### src/rtl/cla_wide_add_seq.sv


module cla_wide_add_seq #(
  parameter int N = 16,
  parameter int W = 64
) (
  input  logic         clk,
  input  logic         reset_n,
  input  logic         in_valid,
  output logic         in_ready,
  input  logic [W-1:0] in_a,
  input  logic [W-1:0] in_b,
  input  logic         in_cin,
  output logic [N-1:0] add_a,
  output logic [N-1:0] add_b,
  output logic         add_cin,
  input  logic [N-1:0] add_sum,
  input  logic         add_cout,
  output logic         out_valid,
  input  logic         out_ready,
  output logic [W-1:0] out_sum,
  output logic         out_cout
);

  localparam int S  = W / N;
  // Counters must hold 0..S (issue counter reaches S once all slices are out).
  localparam int CW = (S < 1) ? 1 : $clog2(S + 1);

  generate
    if ((W % N) != 0 || W < N) begin : g_bad_w
      $error("cla_wide_add_seq: W must be a non-zero multiple of N");
    end
  endgenerate

  typedef enum logic [1:0] {
    ST_IDLE = 2'd0,
    ST_RUN  = 2'd1,
    ST_DONE = 2'd2
  } state_e;

  state_e        state_q, state_d;
  logic [W-1:0]  a_q, a_d;
  logic [W-1:0]  b_q, b_d;
  logic          cin_q, cin_d;
  logic [W-1:0]  sum_q, sum_d;
  logic          cout_q, cout_d;
  logic [CW-1:0] issue_q, issue_d;
  logic [CW-1:0] cap_q, cap_d;

  logic          issuing;
  logic          capturing;
  logic [N-1:0]  a_slice [S];
  logic [N-1:0]  b_slice [S];

  genvar gi;
  generate
    for (gi = 0; gi < S; gi++) begin : g_slice
      assign a_slice[gi] = a_q[gi*N +: N];
      assign b_slice[gi] = b_q[gi*N +: N];
    end
  endgenerate

  // A slice is issued while the issue counter is below S; captures trail by one.
  assign issuing   = (state_q == ST_RUN) && (issue_q < CW'(S));
  assign capturing = (state_q == ST_RUN) && (issue_q != '0);

  // State, latched operands, collected result and both counters.
  always_ff @(posedge clk or negedge reset_n) begin
    if (!reset_n) begin
      state_q <= ST_IDLE;
      a_q     <= '0;
      b_q     <= '0;
      cin_q   <= 1'b0;
      sum_q   <= '0;
      cout_q  <= 1'b0;
      issue_q <= '0;
      cap_q   <= '0;
    end else begin
      state_q <= state_d;
      a_q     <= a_d;
      b_q     <= b_d;
      cin_q   <= cin_d;
      sum_q   <= sum_d;
      cout_q  <= cout_d;
      issue_q <= issue_d;
      cap_q   <= cap_d;
    end
  end

  // Next state, operand latch, counters and final carry capture.
  always_comb begin
    state_d = state_q;
    a_d     = a_q;
    b_d     = b_q;
    cin_d   = cin_q;
    cout_d  = cout_q;
    issue_d = issue_q;
    cap_d   = cap_q;
    case (state_q)
      ST_IDLE: begin
        if (in_valid) begin
          a_d     = in_a;
          b_d     = in_b;
          cin_d   = in_cin;
          issue_d = '0;
          cap_d   = '0;
          state_d = ST_RUN;
        end
      end
      ST_RUN: begin
        if (issuing) begin
          issue_d = issue_q + CW'(1);
        end
        if (capturing) begin
          cap_d = cap_q + CW'(1);
          if (cap_q == CW'(S - 1)) begin
            cout_d  = add_cout;
            state_d = ST_DONE;
          end
        end
      end
      ST_DONE: begin
        if (out_ready) begin
          state_d = ST_IDLE;
        end
      end
      default: begin
        state_d = ST_IDLE;
      end
    endcase
  end

  // Slice mux toward the adder; the carry of slices above 0 comes straight from add_cout.
  always_comb begin
    add_a   = '0;
    add_b   = '0;
    add_cin = 1'b0;
    if (issuing) begin
      for (int i = 0; i < S; i++) begin
        if (issue_q == CW'(i)) begin
          add_a = a_slice[i];
          add_b = b_slice[i];
        end
      end
      add_cin = (issue_q == '0) ? cin_q : add_cout;
    end
  end

  // Write the returning adder slice into its place in the collected sum.
  always_comb begin
    sum_d = sum_q;
    if (capturing) begin
      for (int i = 0; i < S; i++) begin
        if (cap_q == CW'(i)) begin
          sum_d[i*N +: N] = add_sum;
        end
      end
    end
  end

  assign in_ready  = (state_q == ST_IDLE);
  assign out_valid = (state_q == ST_DONE);
  assign out_sum   = sum_q;
  assign out_cout  = cout_q;

endmodule
### config.mk
export PLATFORM = sky130hd
export DESIGN_NAME = cla_wide_add_seq
export DESIGN_NICKNAME = d
export VERILOG_FILES = /design/src/rtl/cla_wide_add_seq.sv
export SDC_FILE = /design/constraint.sdc
export NUM_CORES = 1
export LEC_CHECK = 0
export BUFFER_PORTS_ARGS = -buffer_cell sky130_fd_sc_hd__buf_2
export CAP_MARGIN = 20
export CORE_ASPECT_RATIO = 1.25
export CORE_MARGIN = 2
export CORE_UTILIZATION = 53
export DETAILED_ROUTE_END_ITERATION = 8
export PLACE_DENSITY = 0.92
export RECOVER_POWER = 100
export SLEW_MARGIN = 20
export SYNTH_ARGS = -nofsm -noshare
export SYNTH_HDL_FRONTEND = slang
export SYNTH_SLANG_ARGS = --single-unit
### constraint.sdc
create_clock -name clk -period 2.1 [get_ports clk]
set_input_delay 0.105 -clock clk [delete_from_list [all_inputs] [get_ports clk]]
set_output_delay 0.105 -clock clk [all_outputs]
set_load 0.01 [all_outputs]
==> qor.txt <==
STA
----------------------------------------------------------------------------------
Worst relative slew slack                                                   -14.3%
Clk_skew                                                                 0.0157 ns
Least setup slack across all paths after layout                          -0.248 ns
Fin crit period                                                            2.35 ns
Final setup viols                                                               33
Slew at the pin closest to its max-slew limit                              1.71 ns
Maximum clock rate                                                         426 MHz
Unrepaired setup endpoints after global routing                               true
Count of endpoints failing hold in the final timing report                       0
Final Cycle Share                                                             112%
Count of pins over their slew limit                                             66

SYNTH
----------------------------------------------------------------------------------
Number of storage elements in the synthesis netlist                            202
Syn Std Cell Area                                                         9030 um2
Number of warning messages in the yosys log                                      0
Unique masters post-synth                                                       34
Largest family of logic cells by synthesized area                     multiplexers
Sequential area share after synthesis                                        56.0%
Mux share of post-synthesis cell area                                        25.7%
Average size of a mapped cell                                             14.0 um2
Complex-gate fraction of the synthesized area                                8.00%
Adder-cell share of the synthesized area                                     1.39%
Xor and xnor area share after synthesis                                         0%
Simple-gate share of the synthesized area                                    5.49%
Post-Synthesis Cells                                                           643
Net count of the mapped netlist                                                803

PWR
----------------------------------------------------------------------------------
Fraction of power consumed by the clock network                              20.4%
Int Power                                                                 0.0127 W
Pwr Density                                                            1520 nW/um2
Share of total power in sequential cells                                     37.0%
Combinational Power Share                                                    42.6%
Switching component of the power                                         0.00709 W
Worst supply voltage drop on vdd                                           1170 uV
Lkg Pwr                                                                    5.87 nW
Proportion of total power due to net switching                               35.9%

FLOORPLANNING
----------------------------------------------------------------------------------
Initial core utilization                                                     53.8%
Die W                                                                       121 um
Die span in y                                                               150 um
# IOs                                                                          250
Core outline area                                                       16,800 um2
Site Rows                                                                       53
DIE AREA                                                                18,100 um2

ROUTE
----------------------------------------------------------------------------------
Total routed wirelength                                                    31.3 mm
DRC                                                                              0
Pre-Repair DR Iteration Count                                                    7
Total number of vias                                                         7,534
Number of nets with antenna violations after routing                             0
Via density                                                                   5.84
Iteration-0 DRC Markers                                                        543
Routed length per placed instance                                          24.2 um

CLOCKING
----------------------------------------------------------------------------------
Inserted Clock Buffers                                                          21
TritonCTS clock tree                                                         built
Clock latency at the later pin of the worst-skew pair                      0.50 ns
Clock root cell                                                       sky130_fd_sc_hd__clkbuf_16
# clock sinks                                                                  202
H-tree levels                                                                    1
Number of buffers between clock root and the deepest sink                        3
Clock-pin slew on the worst setup and hold paths                           0.07 ns

GLOBAL ROUTING
----------------------------------------------------------------------------------
Met3 Resource Use GR                                                         7.36%
Global routing usage on met2                                                 61.3%
Most Used Layer, Global Route                                                 met2
Initial antenna violation count                                                  4
Largest net degree at the start of global routing                               73
Wire length of the first global-routing pass                               46.3 mm
Vias in the first global route                                               8,409
Global Route met1 Usage                                                      34.6%
Remaining global-route overflow                                                  0
Overall routing resource usage                                               33.5%

CELLS AND AREA
----------------------------------------------------------------------------------
Non-Filler Cell Area, Final                                             13,000 um2
Fillcell total                                                                 905
Area Overhead vs Synth                                                       44.2%
Final #Nets                                                                  1,209
Share of final-layout standard cells stronger than drive strength 1          44.6%

PLACEMENT
----------------------------------------------------------------------------------
Placement Setup Slack                                                     0.105 ns
I/O Buffers                                                                    249
Placement-stage cell area                                               10,500 um2
Final weighted congestion in routability-driven placement                    0.813
Post-DP HPWL                                                               15.8 mm

WORST SETUP PATH
----------------------------------------------------------------------------------
Kind of end point of the critical path                                 output port
CP Launch Type                                                            register
Crit path arrival time                                                     2.24 ns
Required time worst endpoint                                               2.00 ns
Setup CP Type                                                         register to output port
CP Max Fanout                                                                   10

RUN STATUS
----------------------------------------------------------------------------------
Failing checks                                                        capacitance limit, slew limit, setup timing
Status                                                                complete, but fails checks

WORST HOLD PATH
----------------------------------------------------------------------------------
HP Class                                                              primary input to register

JOB
----------------------------------------------------------------------------------
Max-cap check violation count                                                    1

worst max-delay path, cell delays in order, from the launching register on:
cell	delay [ns]
sky130_fd_sc_hd__dfrtp_1	0.41
sky130_fd_sc_hd__buf_4	0.16
sky130_fd_sc_hd__ha_4	0.22
sky130_fd_sc_hd__buf_16	0.17
sky130_fd_sc_hd__a21oi_1	0.21
sky130_fd_sc_hd__o21ai_0	0.15
sky130_fd_sc_hd__a32o_1	0.28
sky130_fd_sc_hd__buf_2	0.14
final cells by class:
class / count / area (um2) / share of cell area, %
clock inverter: 12 / 171 / 1.32
antenna: 5 / 12.5 / 0.0961
multi-input combinational: 388 / 3750 / 28.8
tap: 220 / 275 / 2.11
inverter: 7 / 26.3 / 0.202
timing repair buffer: 429 / 3170 / 24.3
sequential: 202 / 5060 / 38.8
clock buffer: 26 / 564 / 4.33
cells by family (layout without fill, tap and decap cells):
logic type,after synthesis,after routing
flops,202,202
buf+inv,53,474
simple gates,81,81
compound gates,101,101
fa+ha+maj,10,10
mux,196,196
other cells,0,5
sequential cells by signal (all words and copies together) (netlist names):
register and cells:
state_q 2, out_cout 1, a_q 64, b_q 64, cin_q 1, cap_q 3, out_sum 64, issue_q 3
power by group through the flow:
stage          sequential [W]  clock [W]  combinational [W]
2_1_floorplan         0.00705          0            0.00483
3_3_place_gp          0.00695          0            0.00684
3_5_place_dp          0.00708          0            0.00723
4_1_cts               0.00709    0.00401            0.00798
5_1_grt               0.00750    0.00421            0.00886
6_report              0.00732    0.00403            0.00841
final timing paths:
kind,start,endpoint,slack [ns],depth (start not counted)
max in group asynchronous,reset_n,state_q[0]$_DFFE_PN0P_,0.29,3
worst max-delay path,issue_q[0]$_DFFE_PN0P_,add_a[6],-0.25,7
worst max register to register,issue_q[1]$_DFFE_PN0P_,out_sum[0]$_DFFE_PN0P_,0.08,5
worst min-delay path,out_ready,state_q[1]$_DFFE_PN0P_,0.37,3
min in group asynchronous,reset_n,out_sum[49]$_DFFE_PN0P_,0.63,2
worst min register to register,b_q[42]$_DFFE_PN0P_,b_q[42]$_DFFE_PN0P_,0.50,1
layer usage:
| layer | share of wire, % | vias up |
|---|---|---|
| li1 | - | 3143 |
| met1 | 33 | 3745 |
| met2 | 53 | 492 |
| met3 | 7.2 | 154 |
| met4 | 6.2 | 0 |
| met5 | 0 | - |
through the flow:
stage	setup TNS (ns)	hold WS, ns	utilization [%]	power (W)	std cells
3_5_place_dp	0	0.148	62.9	0.0143	1085
3_3_place_gp	0	0.140	62.9	0.0138	1085
5_1_grt	-8.59	0.371	77.6	0.0206	1288
6_report	-4.99	0.375	77.6	0.0198	1289
2_1_floorplan	0	-0.191	-	0.0119	643
4_1_cts	-4.70	0.199	77.2	0.0191	1280
layout by cell type (no fill, tap or decap), types with 15 or more instances in the layout:
| master | synthesis | routed |
|---|---|---|
| sky130_fd_sc_hd__mux2_2 | 165 | 165 |
| sky130_fd_sc_hd__nand2_1 | 29 | 29 |
| sky130_fd_sc_hd__a21oi_1 | 27 | 22 |
| sky130_fd_sc_hd__buf_2 | 13 | 176 |
| sky130_fd_sc_hd__dlygate4sd3_1 | 0 | 149 |
| sky130_fd_sc_hd__o21ai_0 | 28 | 15 |
| sky130_fd_sc_hd__dfrtp_1 | 202 | 201 |
| sky130_fd_sc_hd__nand2b_1 | 35 | 35 |
| sky130_fd_sc_hd__mux2_4 | 30 | 30 |
| sky130_fd_sc_hd__clkbuf_1 | 10 | 69 |
| sky130_fd_sc_hd__a32o_1 | 33 | 24 |
| sky130_fd_sc_hd__clkbuf_16 | 0 | 22 |
Yosys cell counts, drive strengths merged:
master	n	share of area, %
a32o	33	3.7
mux2i	1	0.11
nand2	29	1.2
a21o	1	0.083
o21bai	1	0.083
inv	7	0.29
or3	1	0.069
a221o	6	0.67
nor2b	3	0.24
a31oi	1	0.069
mux2	195	26
nand4	3	0.71
ha	10	1.4
nand2b	36	2.5
nor2	3	0.12
o221ai	1	0.097
dfrtp	202	56
nor3b	1	0.14
and3	1	0.069
a22o	3	0.29
nor3	3	0.22
nand3	1	0.19
buf	35	2.7
a21oi	27	1.5
o21ai	28	1.6
clkbuf	11	0.47
timing repair:
action / in CTS / in global routing
endpoints found under the hold margin: 257 / 0
resized for setup: 18 / 36
hold buffers: 149 / 0
gates cloned: 4 / 1
endpoints found under the setup margin: 33 / 53
setup buffers: 4 / 3
pin swaps: 0 / 4
(Power assumes the default switching activity.)
